### src/rtl/gpsdo_pkg.sv
// gpsdo_pkg: shared GPSDO defaults, correction width and coarse-sync state encoding
package gpsdo_pkg;
  localparam int CLK_FREQ_DEF = 10_000_000;
  localparam int PPS_WIDTH_DEF = 1_000_000;
  localparam int ADJ_W = 24;
  localparam logic [0:0] ST_RUN = 1'b0;
  localparam logic [0:0] ST_ARMED = 1'b1;
endpackage

### src/rtl/adj_clamp.sv
// adj_clamp: combinational signed saturation of a period correction to +/-MAX_ADJ
// Ports: adj_i raw signed correction, adj_o saturated value resized (sign-extended or narrowed) to OUT_W.
module adj_clamp
  import gpsdo_pkg::*;
#(
  parameter int IN_W = ADJ_W,
  parameter int OUT_W = 26,
  parameter int MAX_ADJ = 1_000_000
) (
  input  logic signed [IN_W-1:0]  adj_i,
  output logic signed [OUT_W-1:0] adj_o
);
  localparam logic signed [IN_W-1:0] HI = IN_W'(MAX_ADJ);
  localparam logic signed [IN_W-1:0] LO = -HI;
  logic signed [IN_W-1:0] sat;
  always_comb begin
    sat = adj_i > HI ? HI : adj_i < LO ? LO : adj_i;
    adj_o = OUT_W'(sat);
  end
endmodule

### src/rtl/pps_local_gen.sv
// pps_local_gen: disciplined local 1PPS generator steered by per-second period corrections
// Build option PPS_GEN_AUTOSYNC_EN: coarse sync comes out of reset already armed.
// Ports: CLK_SYS clock, CLK_RST async active-low reset; flag_GPS_posedge GPS edge strobe,
// Sync_Req arms coarse sync; Adj_Data/Adj_Valid/Adj_Ready correction handshake;
// _1PPS_Local local pulse, Sec_Tick one-cycle tick on its rise, Sync_Armed coarse sync pending.
module pps_local_gen
  import gpsdo_pkg::*;
#(
  parameter int CLK_FREQ = CLK_FREQ_DEF,
  parameter int PULSE_WIDTH = PPS_WIDTH_DEF,
  parameter int MAX_ADJ = 1_000_000,
  parameter int CNT_W = 25
) (
  input  logic                    CLK_SYS,
  input  logic                    CLK_RST,
  input  logic                    flag_GPS_posedge,
  input  logic                    Sync_Req,
  input  logic signed [ADJ_W-1:0] Adj_Data,
  input  logic                    Adj_Valid,
  output logic                    Adj_Ready,
  output logic                    _1PPS_Local,
  output logic                    Sec_Tick,
  output logic                    Sync_Armed
);
  localparam logic [CNT_W-1:0] FREQ = CNT_W'(CLK_FREQ);
  localparam logic [CNT_W-1:0] PW = CNT_W'(PULSE_WIDTH);
  localparam logic [CNT_W-1:0] ONE = CNT_W'(1);
`ifdef PPS_GEN_AUTOSYNC_EN
  localparam logic [0:0] ST_RST = ST_ARMED;
`else
  localparam logic [0:0] ST_RST = ST_RUN;
`endif
  logic [CNT_W-1:0] cnt_q, cnt_d, period_q, period_d;
  logic signed [ADJ_W-1:0] adj_q, adj_d;
  logic signed [CNT_W:0] adj_c;
  logic [0:0] state_q, state_d;
  logic pend_q, pend_d, pps_q, pps_d, tick_q, tick_d;
  logic sync_edge, wrap, xfer;
  adj_clamp #(.IN_W(ADJ_W), .OUT_W(CNT_W + 1), .MAX_ADJ(MAX_ADJ)) u_clamp (
    .adj_i(adj_q),
    .adj_o(adj_c)
  );
  always_comb begin
    sync_edge = (state_q == ST_ARMED) & flag_GPS_posedge;
    wrap = cnt_q == period_q - ONE;
    // a capture coinciding with the sync edge would be wiped anyway, so refuse it
    Adj_Ready = ~pend_q & ~sync_edge;
    xfer = Adj_Valid & Adj_Ready;
    state_d = sync_edge ? ST_RUN : Sync_Req ? ST_ARMED : state_q;
    cnt_d = (sync_edge | wrap) ? '0 : cnt_q + ONE;
    // sum at CNT_W+1 bits with the signed correction; result always fits CNT_W
    period_d = sync_edge ? FREQ : wrap ? (pend_q ? CNT_W'({1'b0, FREQ} + adj_c) : FREQ) : period_q;
    // a value captured on the wrap edge waits for the following wrap
    pend_d = sync_edge ? 1'b0 : wrap ? xfer : pend_q | xfer;
    adj_d = xfer ? Adj_Data : adj_q;
    pps_d = cnt_q < PW;
    tick_d = cnt_q == '0;
  end
  always_ff @(posedge CLK_SYS or negedge CLK_RST)
    if (!CLK_RST) begin
      cnt_q <= '0;
      period_q <= FREQ;
      adj_q <= '0;
      pend_q <= 1'b0;
      state_q <= ST_RST;
      pps_q <= 1'b0;
      tick_q <= 1'b0;
    end else begin
      cnt_q <= cnt_d;
      period_q <= period_d;
      adj_q <= adj_d;
      pend_q <= pend_d;
      state_q <= state_d;
      pps_q <= pps_d;
      tick_q <= tick_d;
    end
  assign _1PPS_Local = pps_q;
  assign Sec_Tick = tick_q;
  assign Sync_Armed = state_q;
endmodule

### config.mk
export PLATFORM = sky130hd
export DESIGN_NAME = pps_local_gen
export DESIGN_NICKNAME = d
export VERILOG_FILES = /design/src/rtl/gpsdo_pkg.sv /design/src/rtl/adj_clamp.sv /design/src/rtl/pps_local_gen.sv
export SDC_FILE = /design/constraint.sdc
export NUM_CORES = 1
export LEC_CHECK = 0
export ABC_AREA = 1
export CAP_MARGIN = 20
export CORE_MARGIN = 4
export CORE_UTILIZATION = 61
export CTS_CLUSTER_DIAMETER = 50
export CTS_CLUSTER_SIZE = 14
export DETAILED_ROUTE_END_ITERATION = 7
export PLACE_DENSITY = 0.81
export SETUP_SLACK_MARGIN = 0.4
export SLEW_MARGIN = 20
export SYNTH_ARGS = -nofsm -noshare
export SYNTH_HDL_FRONTEND = slang
export SYNTH_HIERARCHICAL = 1
export SYNTH_SLANG_ARGS = --single-unit
### constraint.sdc
create_clock -name CLK_SYS -period 3.26 [get_ports CLK_SYS]
set_input_delay 0.652 -clock CLK_SYS [delete_from_list [all_inputs] [get_ports CLK_SYS]]
set_output_delay 0.652 -clock CLK_SYS [all_outputs]
set_load 0.005 [all_outputs]
**Word level (Yosys, flattened, before mapping)**

Index checks and enable logic that the tools add are counted.

- $add $sub $neg: 3
- $lt $le $gt $ge: 3
- Eq/ne operators: 1
- Muxes and demuxes: 10
- Bitwise operators: 7
- Reduce and logical (&&, ||, !) cells: 3

Operator list:

| operator | number |
|---|---|
| 2-to-1 mux 25 bit | 4 |
| 2-to-1 mux 24 bit | 2 |
| adder 25 x 1 -> 25 bit (second input constant) | 1 |
| adder 25 x 24 -> 25 bit (first input constant) | 1 |
| equality test 25 bit | 1 |
| logical NOT 25 bit | 1 |
| less-than comparator 25 x 20 -> 1 bit (second input constant) | 1 |
| subtractor 25 x 1 -> 25 bit (second input constant) | 1 |
| greater-than comparator 24 x 21 -> 1 bit (second input constant) | 1 |
| less-than comparator 24 x 21 -> 1 bit (second input constant) | 1 |
| 2-to-1 mux 1 bit | 4 |
| nonzero test 2 bit | 2 |
| AND 1 bit | 3 |
| inverter 1 bit | 2 |
| OR 1 bit | 2 |

- Bits in registers: 78
- Input port bits: 29
- Output and inout port bits: 4
- Logic and storage cells: 34

**Logic depth before layout (Yosys ltp)**

Gate-level depths: netlist of the first run.

- Word-level depth: 7
- Mapped depth: 24
- Depth with buffers taken out: 24

**Hierarchy**

Netlist of the first run, hierarchy kept.

Modules (own cells, without submodules):

| module | instances | cells each | area each (sq um) | seq. area each (sq um) |
|---|---|---|---|---|
| pps_local_gen | 1 | 666 | 4,968.5 | 1,961.9 |
| adj_clamp | 1 | 129 | 610.6 | 0.0 |

**Least setup slack after synthesis of the first run**

No wires, ideal clock.

- Path type: register to register
- Start: register adj_q[15]
- End: register period_q[21]
- Library setup time: 0.066 ns
- Arrival time: 2.644 ns
- Data required time: 3.194 ns
- Slack: 0.551 ns
- Cell stages (with the launch flop): 22
- Path buffers: 1
- Period minus slack after synthesis: 2.709 ns
- Path through: dfrtp_1 > inv_1 > nor3_1 > o21ai_0 > o211ai_1 > nand2_1 > ha_1 > dlygate4sd1_1 > or2_2 > nand2_1 > inv_1 > nand2_1 > nand2_1 > nand3_1 > nand2_1 > nand2_1 > nand2_1 > nand2_1 > nand2_1 > a31oi_1 > nand2_1 > nand2_1

- Word-level cells in the longest chain between the ends: 7
- Elaborated cells on any way between the ends: 8
- Classes of those cells: add/sub (1); order compare (2); mux (5)

RTL lines:

| item | RTL line | text |
|---|---|---|
| start, declared | pps_local_gen.sv:34 | `logic signed [ADJ_W-1:0] adj_q, adj_d;` |
| start signal, assigned | pps_local_gen.sv:71 | `adj_q <= adj_d;` |
| less-than comparator 24 x 21 -> 1 bit | adj_clamp.sv:17 | `sat = adj_i > HI ? HI : adj_i < LO ? LO : adj_i;` |
| 2-to-1 mux 24 bit | adj_clamp.sv:17 |  |
| 2-to-1 mux 24 bit * | adj_clamp.sv:17 |  |
| via adj_c[11] | pps_local_gen.sv:35 | `logic signed [CNT_W:0] adj_c;` |
| adder 25 x 24 -> 25 bit * | pps_local_gen.sv:52 | `period_d = sync_edge ? FREQ : wrap ? (pend_q ? CNT_W'({1'b0, FREQ} + adj_c) : FREQ) : period_q;` |
| 2-to-1 mux 25 bit * (3 in a row) | pps_local_gen.sv:52 |  |
| end signal, assigned | pps_local_gen.sv:70 | `period_q <= period_d;` |
| end, declared | pps_local_gen.sv:33 | `logic [CNT_W-1:0] cnt_q, cnt_d, period_q, period_d;` |

The timed path passes the listed nets; every way through them passes the cells marked *. The select of a mux whose other input is x is not followed.
A chain may end at the register's enable or synchronous reset.

**Worst setup path in the final report of the first run**

- Start: register adj_q[13]
- End: register period_q[21]

Same word-level chain as after synthesis.

==> results of run 1 <==
-- through the flow --
stage,utilization (%),worst slack (ns),hold slack [ns],cells,cell area (um2)
after floorplan,-,0.551,0.356,794,5570
after global placement,67.2,0.364,0.494,913,5920
after detailed placement,67.2,0.244,0.499,913,5920
after CTS,70.6,0.416,0.474,937,6220
after global routing,72.6,0.158,0.524,945,6390
final,72.6,0.430,0.435,945,6390
-- worst paths after layout --
path	slack, ns	cells past startpoint	endpoint
setup / recovery	0.43	23	period_q[21]$_DFFE_PN0P_
hold / removal	0.43	1	cnt_q[2]$_DFF_PN0_
setup reg to reg	0.43	23	period_q[21]$_DFFE_PN0P_
hold reg to reg	0.52	1	adj_q[4]$_DFFE_PN0P_
max in group asynchronous	2.20	1	adj_q[21]$_DFFE_PN0P_
min in group CLK_SYS	0.52	1	adj_q[4]$_DFFE_PN0P_
-- flip-flops by register name (all words and copies together) (netlist names) --
signal,cells
pend_q,1
cnt_q,25
_1PPS_Local,1
adj_q,24
Sync_Armed,1
Sec_Tick,1
period_q,25
-- final cells by class --
type | instances | area (um2)
clock inverter | 4 | 30.0
tap | 108 | 135
fill | 693 | 2410
multi-input combinational | 590 | 3210
sequential | 78 | 1960
clock buffer | 12 | 165
inverter | 96 | 365
timing repair buffer | 57 | 529
-- per-layer routing --
| layer | track usage (%) | wire, um | up-vias | share of wire [%] |
|---|---|---|---|---|
| met3 | 3.23 | 535 | 44 | 4.0 |
| met4 | 11.1 | 427 | 0 | 3.2 |
| met2 | 45.5 | 7010 | 162 | 52 |
| met1 | 28.6 | 5420 | 2401 | 40 |
| li1 | - | - | 2570 | - |
| met5 | 0 | 0 | - | 0 |
-- timing repair --
item                                    CTS  global route
endpoints found under the setup margin    6            24
buffers inserted                          8             8
gates cloned                              0             0
pin swaps                                 2            17
resized for setup                        10            39
-- worst max-delay path, stage by stage (launching register included) --
cell	delay, ns
sky130_fd_sc_hd__dfrtp_1	0.37
sky130_fd_sc_hd__nand4_1	0.13
sky130_fd_sc_hd__nor3_2	0.20
sky130_fd_sc_hd__o21ai_2	0.09
sky130_fd_sc_hd__o211ai_1	0.08
sky130_fd_sc_hd__nand2_1	0.12
sky130_fd_sc_hd__ha_4	0.28
sky130_fd_sc_hd__buf_8	0.14
sky130_fd_sc_hd__or2_4	0.22
sky130_fd_sc_hd__nand2_2	0.07
sky130_fd_sc_hd__inv_2	0.05
sky130_fd_sc_hd__inv_2	0.08
sky130_fd_sc_hd__nand2_2	0.07
sky130_fd_sc_hd__nand2_2	0.07
sky130_fd_sc_hd__nand2_2	0.07
sky130_fd_sc_hd__nand3_2	0.07
sky130_fd_sc_hd__nand2_2	0.08
sky130_fd_sc_hd__nand2_2	0.10
sky130_fd_sc_hd__nand2_2	0.07
sky130_fd_sc_hd__nand2_2	0.09
sky130_fd_sc_hd__nand2_1	0.05
sky130_fd_sc_hd__a31oi_1	0.14
sky130_fd_sc_hd__nand2_1	0.07
sky130_fd_sc_hd__nand2_1	0.07
-- power groups by stage --
| stage | sequential (mW) | combinational, mW | clock [mW] |
|---|---|---|---|
| finish | 1.59 | 3.31 | 0.724 |
| global route | 1.63 | 3.70 | 0.782 |
| CTS | 1.58 | 2.88 | 0.740 |
| detailed placement | 1.61 | 2.70 | 0 |
| global placement | 1.59 | 2.61 | 0 |
| floorplan | 1.52 | 2.27 | 0 |
==> flow_summary.json, run 1 <==
{
  "worst_pin_slew_ns": 0.957,
  "htree_levels": 3,
  "die_width_um": 104,
  "clock_tree_root_driver_cell": "sky130_fd_sc_hd__clkbuf_8",
  "layout-drive-gt1-share_pct": 17.3,
  "critical_path_arrival_ns": 3.13,
  "timing_hold_violations_final": 0,
  "critical_path.startpoint": "adj_q[13]$_DFFE_PN0P_",
  "summed_instance_area_of_the_synthesized_netlist_mm2": 0.00557,
  "fin_setup_tns_ns": 0,
  "cts_buffers": 9,
  "timing.critical_path.to_type": "flop",
  "dr_total_vias": 5177,
  "rsz0062_at_grt": "yes",
  "timing.final.max_slew_violations": 0,
  "cts_buffer_depth": 2,
  "via_per_inst": 5.48,
  "internal-power_mw": 2.92,
  "layout.cells.most_common": "sky130_fd_sc_hd__nand2_1",
  "design.portCount": 33,
  "track_usage_pct": 24.7,
  "worstSetupStartpointType": "flop",
  "run_status": "completed",
  "start_util_pct": 63.3,
  "power.density_mw_per_mm2": 881,
  "final_nets": 866,
  "cts_hold_buf": 0,
  "total_power_mw": 5.63,
  "hold_path.class": "primary input to asynchronous set/reset pin",
  "sw_frac_of_total_pct": 48.1,
  "synth.yosys.warnings": 6,
  "insertion_delay_ns": 0.36,
  "cts_tree": "built",
  "mostFrequentLayoutCells": "sky130_fd_sc_hd__nand2_1 (214), sky130_fd_sc_hd__nor2_1 (114), sky130_fd_sc_hd__inv_1 (80)",
  "worst-path-max-fanout": 7,
  "place.gp.congestion": 0.907,
  "seq_power_share_pct": 28.2,
  "detailedPlacementHpwl_um": 9400,
  "diodes": 0,
  "detail_route.first_pass.iterations": 6,
  "fin_skew_ns": 0.00855,
  "clock_sink_count": 78,
  "core_outline_area_mm2": 0.00881,
  "die-area_mm2": 0.0107,
  "finalCriticalPeriod_ns": 2.83,
  "finalSetupViolCount": 0,
  "grt_antenna_before_repair": 0,
  "period_share_pct": 86.8,
  "grt_pass1_wl_um": 22400,
  "comb_power_share_pct": 58.9,
  "maxCapViolCount": 0,
  "pwr-share-clk_pct": 12.9,
  "fmaxAchievable_mhz": 353,
  "routed_wl_um": 13400,
  "drt_first_iter_violations": 294,
  "synthesized_instance_count": 794,
  "timing.slew.headroom_pct": 36.2,
  "die_h_um": 104,
  "leakagePower_nw": 3.11,
  "area_delta_synth_final_pct": 14.7,
  "worst-endpoint-required_ns": 3.56,
  "route.detailed.wl_per_inst_um": 14.2,
  "port-buffer-count": 32,
  "core.rowCount": 34,
  "drt.antenna.violating_nets": 0,
  "synth_fp_nets": 828,
  "path_clk_slew_ns": 0.09,
  "grt-ovfl-total": 0,
  "ir_drop_mv": 0.533,
  "grt_pass1_vias": 4998,
  "drc_errors": 0,
  "power.net_switching_mw": 2.71,
  "largest_net_degree_at_the_start_of_global_routing": 79,
  "syn_avg_cell_area_um2": 7.02,
  "criticalPathCategory": "flop to flop",
  "crit-reg2reg-launch": "adj_q[13]$_DFFE_PN0P_"
}
(Power assumes the default switching activity.)
==> inputs of run 2 (changes only) <==
CORE_UTILIZATION = 55   (was 61)
PLACE_DENSITY = 0.77   (was 0.81)
clock period = 2.35 ns   (was 3.26 ns; I/O delays follow)
==> run 2 against run 1 <==
  * The flow now finishes with violations (negative setup slack)
  * Final cell count up 11%
  * Hold slack worse by 0.32 ns
  * Cell area up 22%
  * Power up 73%
  * Critical path depth up 1
  * Register-to-register slack worse by 0.79 ns
  * Worst setup slack worse by 0.79 ns
==> flow_summary.json, run 2 (same netlist as run 1, synthesis figures left out) <==
{
  "run_status": "finished, violations left",
  "violations": "negative setup slack",
  "die-area_mm2": 0.0118,
  "finalSetupViolCount": 50,
  "worst_hold_slack_ns": 0.118,
  "start_util_pct": 56.7,
  "finalCriticalPeriod_ns": 2.71,
  "route.detailed.wl_per_inst_um": 15.6,
  "crit-reg2reg-capture": "period_q[21]$_DFFE_PN0P_",
  "period_share_pct": 115,
  "criticalPathCategory": "flop to flop",
  "grt_pass1_vias": 5502,
  "place.gp.congestion": 0.946,
  "critical_path.startpoint": "adj_q[13]$_DFFE_PN0P_",
  "fin_ws_ns": -0.362,
  "insertion_delay_ns": 0.38,
  "ir_drop_mv": 0.846,
  "timing.slew.headroom_pct": 55.7,
  "cts_buffers": 9,
  "worst-endpoint-required_ns": 2.67,
  "core.rowCount": 36,
  "layout-drive-gt1-share_pct": 34.1,
  "core_outline_area_mm2": 0.00982,
  "worst_pin_slew_ns": 0.665,
  "critical_path_arrival_ns": 3.03,
  "track_usage_pct": 26.5,
  "grt-ovfl-total": 0,
  "diodes": 0,
  "power.density_mw_per_mm2": 1250,
  "clock_sink_count": 78,
  "drc_errors": 0,
  "largest_net_degree_at_the_start_of_global_routing": 53,
  "reg2reg_depth": 24,
  "grt_antenna_before_repair": 0,
  "leakagePower_nw": 3.70,
  "cts_buffer_depth": 2,
  "design.portCount": 33,
  "die_width_um": 109,
  "reg_top3": "cnt_q (25), period_q (25), adj_q (24)",
  "cts_tree": "built",
  "detail_route.first_pass.iterations": 7,
  "drt.antenna.violating_nets": 0,
  "via_per_inst": 5.42,
  "hold_path.class": "primary input to asynchronous set/reset pin",
  "final_nets": 946,
  "path_clk_slew_ns": 0.08,
  "dr_total_vias": 5695,
  "routed_wl_um": 16400,
  "port-buffer-count": 32,
  "fmaxAchievable_mhz": 369,
  "rsz0062_at_grt": "yes",
  "fin_skew_ns": 0.00822,
  "place_worst_setup_slack_ns": -0.415,
  "timing.final.max_slew_violations": 0,
  "fillers": 643,
  "cts_hold_buf": 0,
  "clock_tree_root_driver_cell": "sky130_fd_sc_hd__clkbuf_8",
  "grt_pass1_wl_um": 24400,
  "rrSetupSlack_ns": -0.36,
  "die_h_um": 109,
  "mostFrequentLayoutCells": "sky130_fd_sc_hd__nand2_1 (193), sky130_fd_sc_hd__buf_4 (81), sky130_fd_sc_hd__inv_1 (76)",
  "detailedPlacementHpwl_um": 10200,
  "area_delta_synth_final_pct": 39.5,
  "crit-reg2reg-launch": "adj_q[13]$_DFFE_PN0P_",
  "drt_first_iter_violations": 339,
  "htree_levels": 3,
  "multiInputGateArea_mm2": 0.00368,
  "timing_hold_violations_final": 0,
  "layout.cells.most_common": "sky130_fd_sc_hd__nand2_1",
  "critPathCapture": "period_q[21]$_DFFE_PN0P_",
  "maxCapViolCount": 0,
  "timing.critical_path.to_type": "flop",
  "seq_area_mm2": 0.00197,
  "worst-path-max-fanout": 5,
  "worstSetupStartpointType": "flop"
}
## run 2: changes by cell type in the layout (fill, tap and decap cells not counted), sizes merged
cell	previous run	this run
nor2	127	128
clkdlybuf4s50	31	30
bufinv	0	2
clkinvlp	4	1
clkdlybuf4s15	0	1
clkbuf	12	16
buf	26	101
clkinv	0	1
## run 2: per-stage QoR
stage	instances	utilization [%]	cell area (um2)	setup TNS, ns	power (mW)
CTS	1033	73.1	7180	-1.97	8.93
detailed placement	999	66.6	6540	-3.52	7.18
global placement	999	66.6	6540	-2.61	7.02
floorplan	794	-	5670	-0.378	5.51
global route	1050	79.1	7770	-13.42	10.5
finish	1050	79.1	7770	-7.07	9.74
## run 2: layout make-up
type	instances	area share, %
multi-input cells	591	47.3
flip-flops and latches	78	25.3
repair buffers	136	17.9
inverters	96	4.70
well taps	133	2.14
clock buffers	12	1.74
clock inverters	4	0.934
## run 2: timing repair
action,4_1_cts,5_1_grt
pin swaps,43,47
buffers inserted,13,12
resized for setup,53,105
setup endpoints to repair,52,52
gates cloned,5,5
## run 2: power breakdown
part | internal (mW) | switching [mW]
Sequential | 1.78 | 0.420
Combinational | 2.95 | 3.48
Clock | 0.597 | 0.506
Total | 5.33 | 4.41
## run 2: worst max-delay path, stage by stage (launching register included)
cell                       delay, ns
sky130_fd_sc_hd__dfrtp_1        0.36
sky130_fd_sc_hd__nand4_1        0.11
sky130_fd_sc_hd__nor3_2         0.17
sky130_fd_sc_hd__o21ai_1        0.11
sky130_fd_sc_hd__o211ai_1       0.12
sky130_fd_sc_hd__nand2_2        0.09
sky130_fd_sc_hd__ha_4           0.28
sky130_fd_sc_hd__inv_4          0.06
sky130_fd_sc_hd__nand2_2        0.04
sky130_fd_sc_hd__nand2_2        0.07
sky130_fd_sc_hd__inv_4          0.05
sky130_fd_sc_hd__ha_4           0.16
sky130_fd_sc_hd__nor2_4         0.11
sky130_fd_sc_hd__nand2_2        0.07
sky130_fd_sc_hd__nand2_2        0.07
sky130_fd_sc_hd__nand2_2        0.06
sky130_fd_sc_hd__nand3_2        0.08
sky130_fd_sc_hd__nand2_4        0.08
sky130_fd_sc_hd__nand2_4        0.08
sky130_fd_sc_hd__nand2_4        0.06
sky130_fd_sc_hd__nand2_4        0.08
sky130_fd_sc_hd__nand2_2        0.04
sky130_fd_sc_hd__a31oi_1        0.13
sky130_fd_sc_hd__nand2_1        0.07
sky130_fd_sc_hd__nand2_1        0.07
## run 2: layer usage
metal  vias to the layer above  routed length, um  global-route usage [%]
li1                       2746                  -                       -
met5                         -                  0                       0
met4                         0                720                    11.7
met2                       212               9030                    51.8
met1                      2664               5830                    26.5
met3                        73                792                    5.80
## run 2: worst min path at each step
stage / from / endpoint / slack [ns] / cells after the start
floorplan: CLK_RST / Sec_Tick$_DFF_PN0_ / 0.17 / 0
global placement: adj_q[2]$_DFFE_PN0P_ / adj_q[2]$_DFFE_PN0P_ / 0.49 / 1
detailed placement: adj_q[3]$_DFFE_PN0P_ / adj_q[3]$_DFFE_PN0P_ / 0.50 / 1
CTS: CLK_RST / period_q[2]$_DFFE_PN0P_ / 0.12 / 1
global route: CLK_RST / period_q[2]$_DFFE_PN0P_ / 0.16 / 1
finish: CLK_RST / period_q[3]$_DFFE_PN0P_ / 0.12 / 1
==> inputs of run 3 (changes only) <==
CORE_UTILIZATION = 65   (was 55)
PLACE_DENSITY = 0.86   (was 0.77)
clock period = 3.2 ns   (was 2.35 ns; I/O delays follow)
==> run 3 against run 2 <==
  * Wire length is 13% lower
  * Hold slack gained 0.29 ns
  * Count of clock-buffer cells in the layout down 1
  * Critical path depth down 4
  * Power decreased by 37%
  * Final cell count fell by 9.6%
  * The flow now finishes without violations
  * Register-to-register slack better by 0.73 ns
  * Critical endpoint is now period_q[17]$_DFFE_PN0P_
  * Cell area shrank 16%
  * First-iteration DRC count is 2.1% higher
  * Clock power fell by 24%
==> flow_summary.json, run 3 (same netlist as run 1, synthesis figures left out) <==
{
  "routed_wl_um": 14300,
  "cts_hold_buf": 0,
  "critical-path-slowest-cell": "sky130_fd_sc_hd__dfrtp_1",
  "finalSetupViolCount": 0,
  "port-buffer-count": 32,
  "fmaxAchievable_mhz": 353,
  "cts_buffers": 9,
  "worst-path-max-fanout": 4,
  "detailedPlacementHpwl_um": 9480,
  "fillers": 564,
  "comb_power_share_pct": 59.8,
  "timing.critical_path.to_type": "flop",
  "worst_pin_slew_ns": 0.939,
  "fin_ws_ns": 0.370,
  "timing.critical_path.slowest_cell_delay_ns": 0.37,
  "run_status": "completed",
  "clock_sink_count": 78,
  "grt_pass1_wl_um": 22400,
  "period_share_pct": 88.4,
  "power.density_mw_per_mm2": 941,
  "largest_net_degree_at_the_start_of_global_routing": 79,
  "track_usage_pct": 27.6,
  "core.rowCount": 33,
  "critical_path_arrival_ns": 3.13,
  "detail_route.first_pass.iterations": 5,
  "crit_buf_inv": 3,
  "start_util_pct": 67.5,
  "post-route-cell-area_mm2": 0.00652,
  "worst-endpoint-required_ns": 3.50,
  "place.gp.congestion": 0.898,
  "timing.slew.headroom_pct": 37.4,
  "worst_hold_slack_ns": 0.405,
  "criticalPathCategory": "flop to flop",
  "fin_setup_tns_ns": 0,
  "mostFrequentLayoutCells": "sky130_fd_sc_hd__nand2_1 (211), sky130_fd_sc_hd__nor2_1 (113), sky130_fd_sc_hd__inv_1 (83)",
  "seq_area_mm2": 0.00196,
  "clock_tree_root_driver_cell": "sky130_fd_sc_hd__clkbuf_8",
  "seq_power_share_pct": 26.5,
  "core_outline_area_mm2": 0.00826,
  "timing.critical_path.cells": "inv_1, nor4_1, nand2_1, ha_4, inv_4, nand2_2, nand2_2, inv_4, ha_4, nor2_4, nand2_2, nand2_2, nand2_4, nand3_4, nand2_4, nand2_2, xor2_1, nor3_1, nand2_1, nand2_1",
  "die_h_um": 101,
  "drt_first_iter_violations": 346,
  "rsz0062_at_grt": "yes",
  "pwr-share-clk_pct": 13.7,
  "drt.antenna.violating_nets": 0,
  "fin_skew_ns": 0.0179,
  "drc_errors": 0,
  "timing_hold_violations_final": 0,
  "via_per_inst": 5.59,
  "layout-drive-gt1-share_pct": 18.5,
  "die-area_mm2": 0.0101,
  "cts_buffer_depth": 2,
  "final_nets": 873,
  "htree_levels": 3,
  "reg_top3": "cnt_q (25), period_q (25), adj_q (24)",
  "placed_cells": 911,
  "insertion_delay_ns": 0.37,
  "detailed_place.area_mm2": 0.00591,
  "critical-path-top-cell-by-count": "sky130_fd_sc_hd__nand2_2",
  "power.net_switching_mw": 2.97,
  "rrSetupSlack_ns": 0.37,
  "final_cell_count_no_fill": 949,
  "multiInputGateArea_mm2": 0.00328,
  "grt_antenna_before_repair": 0,
  "internal-power_mw": 3.17,
  "worstSetupStartpointType": "flop",
  "layout.cells.most_common": "sky130_fd_sc_hd__nand2_1",
  "timing.final.max_slew_violations": 0,
  "place_worst_setup_slack_ns": 0.188,
  "sw_frac_of_total_pct": 48.4,
  "dr_total_vias": 5302,
  "path_clk_slew_ns": 0.09,
  "finalCriticalPeriod_ns": 2.83,
  "ir_drop_mv": 0.666,
  "area_delta_synth_final_pct": 17.1,
  "critPathTopFamily": "simple AND/OR/NAND/NOR gates",
  "grt_pass1_vias": 5074,
  "maxCapViolCount": 0,
  "hold_path.class": "primary input to asynchronous set/reset pin",
  "route.detailed.wl_per_inst_um": 15.1,
  "design.portCount": 33,
  "die_width_um": 101,
  "grt-ovfl-total": 0,
  "leakagePower_nw": 3.18,
  "cts_tree": "built",
  "diodes": 0
}
==> run 3: changes by cell type in the layout (fill, tap and decap cells not counted), sizes merged <==
cell           previous run  this run
clkdlybuf4s50            30        31
clkinvlp                  1         2
nand3                    67        68
inv                      96        97
nor2                    128       127
buf                     101        32
clkdlybuf4s15             1         0
clkbuf                   16        11
clkinv                    1         0
==> run 3: final timing paths <==
check,from,endpoint,depth (start not counted)
setup / recovery,adj_q[23]$_DFFE_PN0P_,period_q[17]$_DFFE_PN0P_,20
hold / removal,CLK_RST,cnt_q[8]$_DFF_PN0_,1
setup reg to reg,adj_q[23]$_DFFE_PN0P_,period_q[17]$_DFFE_PN0P_,20
hold reg to reg,adj_q[2]$_DFFE_PN0P_,adj_q[2]$_DFFE_PN0P_,1
max in group asynchronous,CLK_RST,adj_q[17]$_DFFE_PN0P_,1
min in group CLK_SYS,adj_q[2]$_DFFE_PN0P_,adj_q[2]$_DFFE_PN0P_,1
==> run 3: power groups by stage <==
stage          Clock (mW)  Combinational [mW]  Sequential (mW)
3_5_place_dp            0                2.76             1.64
4_1_cts             0.843                3.00             1.60
2_1_floorplan           0                2.31             1.55
5_1_grt             0.896                4.04             1.67
3_3_place_gp            0                2.65             1.62
6_report            0.841                3.68             1.62
==> run 3: final cells by class <==
class                   instances  share of cell area, %
repair buffers                 63                   8.56
inverters                      96                   5.68
clock buffers                  11                   2.01
flip-flops and latches         78                   30.1
multi-input cells             591                   50.3
well taps                     105                   2.01
clock inverters                 5                   1.29
==> run 3: repair_timing <==
item	in CTS	in global routing
gates resized for setup	15	49
buffers inserted	9	12
setup endpoints to repair	9	51
pin swaps	4	19
gates cloned	1	0
==> run 3: metrics by stage <==
step                util, %  power (mW)
CTS                    75.6        5.44
detailed placement     71.5        4.40
global placement       71.5        4.27
floorplan                 -        3.86
finish                 79.0        6.14
global route           79.0        6.60
==> run 3: routing by layer <==
| metal | share of wire, % | up-vias | GRT usage [%] |
|---|---|---|---|
| met4 | 5.1 | 0 | 14.4 |
| met5 | 0 | - | 0 |
| met3 | 4.8 | 69 | 5.40 |
| met1 | 39 | 2455 | 30.1 |
| met2 | 52 | 193 | 50.2 |
| li1 | - | 2585 | - |
